`config.mk`:
```
export PLATFORM = sky130hd
export DESIGN_NAME = event_dispatch_flat
export DESIGN_NICKNAME = d
export VERILOG_FILES = /design/src/rtl/event_dispatch_if.sv /design/src/rtl/event_dispatch.sv /design/src/flat_wrapper.sv
export SDC_FILE = /design/constraint.sdc
export NUM_CORES = 1
export LEC_CHECK = 0
export ABC_AREA = 1
export CAP_MARGIN = 5
export CELL_PAD_IN_SITES_DETAIL_PLACEMENT = 1
export CELL_PAD_IN_SITES_GLOBAL_PLACEMENT = 2
export CORE_AREA = 2 2 177 179
export DETAILED_ROUTE_END_ITERATION = 7
export DIE_AREA = 0 0 179 181
export HOLD_SLACK_MARGIN = 0.1
export PLACE_DENSITY = 0.87
export SETUP_SLACK_MARGIN = 0.2
export SYNTH_ARGS = -nofsm -noshare
export SYNTH_HDL_FRONTEND = slang
export SYNTH_SLANG_ARGS = --single-unit
```
`constraint.sdc`:
```
create_clock -name clock -period 3 [get_ports clock]
set_input_delay 0.75 -clock clock [delete_from_list [all_inputs] [get_ports clock]]
set_output_delay 0.75 -clock clock [all_outputs]
set_load 0.02 [all_outputs]
```
`src/rtl/event_dispatch_if.sv`:
```
// Bundle between the event producers, the CSR event block and event_dispatch.
interface event_dispatch_if #(
    parameter int unsigned DEPTH  = 4,
    parameter int unsigned TYPE_W = 32
);
    localparam int unsigned CNT_W = $clog2(DEPTH) + 1;

    logic              io_evt_valid;
    logic              io_evt_ready;
    logic [TYPE_W-1:0] io_evt_type;
    logic              io_has_event_rd;
    logic [31:0]       io_event_recv_cnt;
    logic [31:0]       io_event_processed_cnt;
    logic              io_has_event_wr;
    logic [TYPE_W-1:0] io_event_type_wr;
    logic [CNT_W-1:0]  io_pending_cnt;
    logic [7:0]        io_retry_cnt;

    // Dispatcher view.
    modport slave (
        input  io_evt_valid, io_evt_type, io_has_event_rd,
               io_event_recv_cnt, io_event_processed_cnt,
        output io_evt_ready, io_has_event_wr, io_event_type_wr,
               io_pending_cnt, io_retry_cnt
    );

    // Producer / CSR view.
    modport master (
        output io_evt_valid, io_evt_type, io_has_event_rd,
               io_event_recv_cnt, io_event_processed_cnt,
        input  io_evt_ready, io_has_event_wr, io_event_type_wr,
               io_pending_cnt, io_retry_cnt
    );
endinterface

```
`src/rtl/event_dispatch.sv`:
```
// Event FIFO feeding the CSR event interface; issues only when the CSR is idle,
// confirms each hand-off via the CSR receive counter and re-issues on timeout.
module event_dispatch #(
    parameter int unsigned DEPTH       = 4,
    parameter int unsigned TYPE_W      = 32,
    parameter int unsigned ACK_TIMEOUT = 8
) (
    input  logic             clock,
    input  logic             reset,
    event_dispatch_if.slave  bus
);
    localparam int unsigned PTR_W = $clog2(DEPTH);
    localparam int unsigned CNT_W = $clog2(DEPTH) + 1;
    localparam int unsigned TMR_W = $clog2(ACK_TIMEOUT);

    localparam logic [1:0] S_IDLE  = 2'd0;
    localparam logic [1:0] S_ISSUE = 2'd1;
    localparam logic [1:0] S_WAIT  = 2'd2;

    logic [TYPE_W-1:0] r_mem [DEPTH];
    logic [PTR_W-1:0]  r_wr_ptr;
    logic [PTR_W-1:0]  r_rd_ptr;
    logic [CNT_W-1:0]  r_count;

    logic [1:0]        r_state;
    logic [1:0]        w_state_nxt;
    logic [31:0]       r_snap;
    logic [31:0]       w_snap_nxt;
    logic [TMR_W-1:0]  r_timer;
    logic [TMR_W-1:0]  w_timer_nxt;

    logic              r_has_event_wr;
    logic [TYPE_W-1:0] r_event_type_wr;
    logic [7:0]        r_retry_cnt;

    logic              w_push;
    logic              w_pop;
    logic              w_issue;
    logic              w_retry;
    logic              w_csr_idle;
    logic              w_ack;
    logic              w_ready;

    assign w_ready    = (r_count != CNT_W'(DEPTH));
    assign w_push     = bus.io_evt_valid && w_ready;
    assign w_csr_idle = !bus.io_has_event_rd &&
                        (bus.io_event_recv_cnt == bus.io_event_processed_cnt);
    // Inequality rather than ordering so a 32-bit counter wrap still acknowledges.
    assign w_ack      = (bus.io_event_recv_cnt != r_snap);

    // Next-state and control decode.
    always_comb begin
        w_state_nxt = r_state;
        w_snap_nxt  = r_snap;
        w_timer_nxt = r_timer;
        w_pop       = 1'b0;
        w_issue     = 1'b0;
        w_retry     = 1'b0;
        case (r_state)
            S_IDLE: begin
                if ((r_count != '0) && w_csr_idle) begin
                    w_snap_nxt  = bus.io_event_recv_cnt;
                    w_state_nxt = S_ISSUE;
                end
            end
            S_ISSUE: begin
                w_issue     = 1'b1;
                w_timer_nxt = '0;
                w_state_nxt = S_WAIT;
            end
            S_WAIT: begin
                if (w_ack) begin
                    w_pop       = 1'b1;
                    w_state_nxt = S_IDLE;
                end else if (r_timer == TMR_W'(ACK_TIMEOUT - 1)) begin
                    w_retry     = 1'b1;
                    w_state_nxt = S_ISSUE;
                end else begin
                    w_timer_nxt = r_timer + TMR_W'(1);
                end
            end
            default: w_state_nxt = S_IDLE;
        endcase
    end

    // FSM state, acknowledge snapshot and timeout timer.
    always_ff @(posedge clock) begin
        if (!reset) begin
            r_state <= S_IDLE;
            r_snap  <= '0;
            r_timer <= '0;
        end else begin
            r_state <= w_state_nxt;
            r_snap  <= w_snap_nxt;
            r_timer <= w_timer_nxt;
        end
    end

    // FIFO storage; contents need no reset since count/pointers define validity.
    always_ff @(posedge clock) begin
        if (w_push) begin
            r_mem[r_wr_ptr] <= bus.io_evt_type;
        end
    end

    // FIFO pointers and occupancy.
    always_ff @(posedge clock) begin
        if (!reset) begin
            r_wr_ptr <= '0;
            r_rd_ptr <= '0;
            r_count  <= '0;
        end else begin
            if (w_push) begin
                r_wr_ptr <= r_wr_ptr + PTR_W'(1);
            end
            if (w_pop) begin
                r_rd_ptr <= r_rd_ptr + PTR_W'(1);
            end
            case ({w_push, w_pop})
                2'b10:   r_count <= r_count + CNT_W'(1);
                2'b01:   r_count <= r_count - CNT_W'(1);
                default: r_count <= r_count;
            endcase
        end
    end

    // Registered CSR-side outputs: strobe, descriptor and retry counter.
    always_ff @(posedge clock) begin
        if (!reset) begin
            r_has_event_wr  <= 1'b0;
            r_event_type_wr <= '0;
            r_retry_cnt     <= '0;
        end else begin
            r_has_event_wr <= w_issue;
            if (w_issue) begin
                r_event_type_wr <= r_mem[r_rd_ptr];
            end
            if (w_retry && (r_retry_cnt != 8'hFF)) begin
                r_retry_cnt <= r_retry_cnt + 8'd1;
            end
        end
    end

    assign bus.io_evt_ready     = w_ready;
    assign bus.io_has_event_wr  = r_has_event_wr;
    assign bus.io_event_type_wr = r_event_type_wr;
    assign bus.io_pending_cnt   = r_count;
    assign bus.io_retry_cnt     = r_retry_cnt;
endmodule
```
`src/flat_wrapper.sv`:
```
// flat-port wrapper written by rule: the top's interface ports become plain ports
module event_dispatch_flat 
#(
    parameter int unsigned DEPTH       = 4,
    parameter int unsigned TYPE_W      = 32,
    parameter int unsigned ACK_TIMEOUT = 8
)
  (clock, reset, bus_io_evt_valid, bus_io_evt_type, bus_io_has_event_rd, bus_io_event_recv_cnt, bus_io_event_processed_cnt, bus_io_evt_ready, bus_io_has_event_wr, bus_io_event_type_wr, bus_io_pending_cnt, bus_io_retry_cnt);
  event_dispatch_if #(.DEPTH(DEPTH), .TYPE_W(TYPE_W)) bus_i ();
  input  logic clock;
  input  logic reset;
  input wire logic [$bits(bus_i.io_evt_valid)-1:0] bus_io_evt_valid;
  input wire logic [$bits(bus_i.io_evt_type)-1:0] bus_io_evt_type;
  input wire logic [$bits(bus_i.io_has_event_rd)-1:0] bus_io_has_event_rd;
  input wire logic [$bits(bus_i.io_event_recv_cnt)-1:0] bus_io_event_recv_cnt;
  input wire logic [$bits(bus_i.io_event_processed_cnt)-1:0] bus_io_event_processed_cnt;
  output wire logic [$bits(bus_i.io_evt_ready)-1:0] bus_io_evt_ready;
  output wire logic [$bits(bus_i.io_has_event_wr)-1:0] bus_io_has_event_wr;
  output wire logic [$bits(bus_i.io_event_type_wr)-1:0] bus_io_event_type_wr;
  output wire logic [$bits(bus_i.io_pending_cnt)-1:0] bus_io_pending_cnt;
  output wire logic [$bits(bus_i.io_retry_cnt)-1:0] bus_io_retry_cnt;
  assign bus_i.io_evt_valid = bus_io_evt_valid;
  assign bus_i.io_evt_type = bus_io_evt_type;
  assign bus_i.io_has_event_rd = bus_io_has_event_rd;
  assign bus_i.io_event_recv_cnt = bus_io_event_recv_cnt;
  assign bus_i.io_event_processed_cnt = bus_io_event_processed_cnt;
  assign bus_io_evt_ready = bus_i.io_evt_ready;
  assign bus_io_has_event_wr = bus_i.io_has_event_wr;
  assign bus_io_event_type_wr = bus_i.io_event_type_wr;
  assign bus_io_pending_cnt = bus_i.io_pending_cnt;
  assign bus_io_retry_cnt = bus_i.io_retry_cnt;
  event_dispatch #(.DEPTH(DEPTH), .TYPE_W(TYPE_W), .ACK_TIMEOUT(ACK_TIMEOUT)) u_core (.clock(clock), .reset(reset), .bus(bus_i));
endmodule
```
==> results_dict.tcl <==
set metrics [dict create \
    fin_ws_ns 0.4203 \
    reg2reg_slack_ns 0.83 \
    cts_setup_buffers 0 \
    ys_seq_area_share_pct 55.78 \
    ys.flop_type "edfxtp_1" \
    post_cts_resized 0 \
    clock_sinks 213 \
    drtAntennaViolNets 0 \
    total_leakage_power_nw 5.270 \
    cp_top_family "buffers and inverters" \
    endpoint_kind "flip-flop" \
    cp_slowest_stage_delay_ns 0.56 \
    drt-wirelength-per-cell_um 17.39 \
    finClkSkew_ns 0.01650 \
    h-tree-depth 1 \
    antenna_found_initial 2 \
    synth_top_area_share_pct 38.67 \
    firstDrtPassIters 4 \
    setup.worst_path.class "in2reg" \
    num_vias 8288 \
    yosys.cell_count.top_type "nor2_1" \
    vdd_drop_max_mv 0.6686 \
    fmax_mhz 387.6 \
    synth_area_mm2 0.009941 \
    grt_pass1_wl_mm 47.48 \
    synth-seq-cells 213 \
    wl_met1_mm 13.51 \
    hold_depth 2 \
    insertion_delay_ns 0.55 \
    via_per_inst 4.810 \
    min_period_over_period_pct 85.99 \
    nets 1420 \
    critPathBufInv 3 \
    area_growth_pct 29.48 \
    r2r_start "u_core.r_snap[1]" \
    slew_viol_final 0 \
    grt_pass1_vias 8641 \
    ys_warn_count 0 \
    start_util_pct 32.75 \
    routed.top_layer "met5" \
    drt-initial-drc-count 490 \
    placementRows 64 \
    crit_chain "clkdlybuf4s50_1, xnor2_1, nand2_1, nor2_1, nand2_1, nor2_4, nand2_4, nand2_1, inv_1, ha_1, inv_1, fa_1, a21oi_1" \
    hold_viol_final 0 \
    synth_edf_count 128 \
    min-delay-start "u_core.r_timer[2]" \
    r2r_end "u_core.bus.io_pending_cnt[2]" \
    finalCriticalPeriod_ns 2.580 \
    root_buffer "clkbuf_16" \
    cts_buffers 25 \
    cpMostUsedCell "nand2_1" \
    detailed_place_hpwl_mm 20.06 \
    syn_nets 1245 \
    final_cells 1723 \
    ys_types 35 \
    pre_cts_slack_ns -0.1665 \
    drive_gt1_share_pct 10.78 \
    cp-start-kind "input pin" \
    cts_tree "done" \
    holdWs_ns 0.4711 \
    ys_top_cells_by_area "edfxtp_1, dfxtp_1, nor2_1" \
    slowest_stage "clkdlybuf4s50_1" \
    synth_cells 1132 \
    drc_errors 0 \
    drt_wl_total_mm 29.96 \
    min_path_type "reg2reg" \
    postSynth.asyncResetShare_pct 0 \
    tightest_slew_ns 0.6968 \
    die_x_um 179 \
    grt_usage_pct 18.59 \
    arrival_ns 3.05 \
    dp.cells 1676 \
    clock_path_buffers 3 \
    hold_buffers 0 \
    grt_max_degree 66 \
    clk_pin_slew_ns 0.06 \
    gp_congestion 0.8092 \
    slew_headroom_pct 53.55 \
    die_area_mm2 0.03240 \
    yosys.area.top_type "edfxtp_1" \
    cp.required_ns 3.47 \
    reg2regPathDepth 17 \
    postSynthAreaPerCell_um2 8.782 \
    die_h_um 181 \
    cp_max_fo 4 \
    power-per-cell-area_mw_per_mm2 715.9 \
    rsz0062_at_grt "false" \
    outcome "finished, final reports clean" \
    grt.overflow.total 0 \
    wl_met3_mm 1.625 \
    holdPathEnd "u_core.r_timer[2]" \
    setup_viol 0 \
    port_buffers 144 \
    met2_length_mm 14.19 \
    synth_commonest_cells "nor2_1, nand2_1, edfxtp_1, inv_1, o21ai_0" \
    coreArea_mm2 0.03035 \
    fin_util_pct 42.41 \
    io_pins 145 \
    cap_violations 0 \
]
-- cell type report --
| type | instances | area [um2] |
|---|---|---|
| inverter | 138 | 518.0 |
| fill | 3511 | 17480 |
| timing repair buffer | 201 | 1952 |
| sequential | 213 | 5547 |
| tap | 396 | 495.5 |
| antenna | 1 | 2.502 |
| clock inverter | 16 | 122.6 |
| clock buffer | 30 | 654.4 |
| multi-input combinational | 728 | 3580 |
-- cell families after synthesis --
group / after synthesis / share of synthesized area [%]
AO/OA/AOI/OAI: 184 / 9.666
XOR/XNOR: 35 / 3.084
adder cells (fa/ha/maj): 13 / 1.712
buffers and inverters: 191 / 8.559
flip-flops: 213 / 55.78
AND/OR/NAND/NOR: 496 / 21.20
-- worst min-delay path, stage by stage (launching register included) --
cell and delay (ns):
dfxtp_1 0.31, nand2_1 0.06, a21oi_1 0.05
-- per-layer routing --
layer	GRT usage, %	vias to the layer above
met1	24.65	3985
met5	0	-
li1	-	4071
met3	3.262	45
met4	4.520	2
met2	31.32	185
-- cell usage in the layout (no fill, tap or decap), types with 44 or more instances in the layout --
cell | synthesis | routed
a21oi_1 | 47 | 47
buf_4 | 7 | 50
clkdlybuf4s50_1 | 0 | 143
dfxtp_1 | 85 | 84
edfxtp_1 | 128 | 128
inv_1 | 108 | 107
nand2_1 | 201 | 201
nand4_1 | 44 | 44
nor2_1 | 207 | 203
o21ai_0 | 103 | 102
-- registers in the layout, summed over array words and instances, names as in the netlist --
register,cells
u_core.bus.io_retry_cnt,8
u_core.bus.io_pending_cnt,3
u_core.r_rd_ptr,2
u_core.r_snap,32
u_core.r_timer,3
u_core.bus.io_event_type_wr,32
u_core.bus.io_has_event_wr,1
u_core.r_wr_ptr,2
u_core.r_mem,128
u_core.r_state,2
-- worst max-delay path by stage --
stage / start / end / depth (start not counted)
after floorplan: u_core.bus.io_pending_cnt[0] / u_core.r_mem[0][0] / 4
after global placement: bus_io_event_recv_cnt[9] / u_core.bus.io_pending_cnt[2] / 18
after detailed placement: bus_io_event_recv_cnt[8] / u_core.bus.io_pending_cnt[2] / 16
after CTS: bus_io_event_recv_cnt[8] / u_core.bus.io_pending_cnt[2] / 16
after global routing: bus_io_event_recv_cnt[5] / u_core.bus.io_pending_cnt[2] / 18
final: bus_io_event_recv_cnt[8] / u_core.bus.io_pending_cnt[1] / 13
-- stage by stage --
step / power [W] / setup TNS [ns] / instance area, um2
CTS: 0.009331 / 0 / 12870
global placement: 0.006267 / -0.2081 / 12090
detailed placement: 0.006353 / -0.3060 / 12090
global route: 0.009697 / 0 / 12870
floorplan: 0.005202 / 0 / 9941
finish: 0.009215 / 0 / 12870
-- report_power, final --
group          leakage (nW)  switching [W]  total, W  internal, W
sequential             1.87       0.000173   0.00364      0.00346
clock                 0.382        0.00127   0.00292      0.00165
combinational          3.02        0.00168   0.00266     0.000973
No activity file was read; power rests on OpenSTA's default activity.
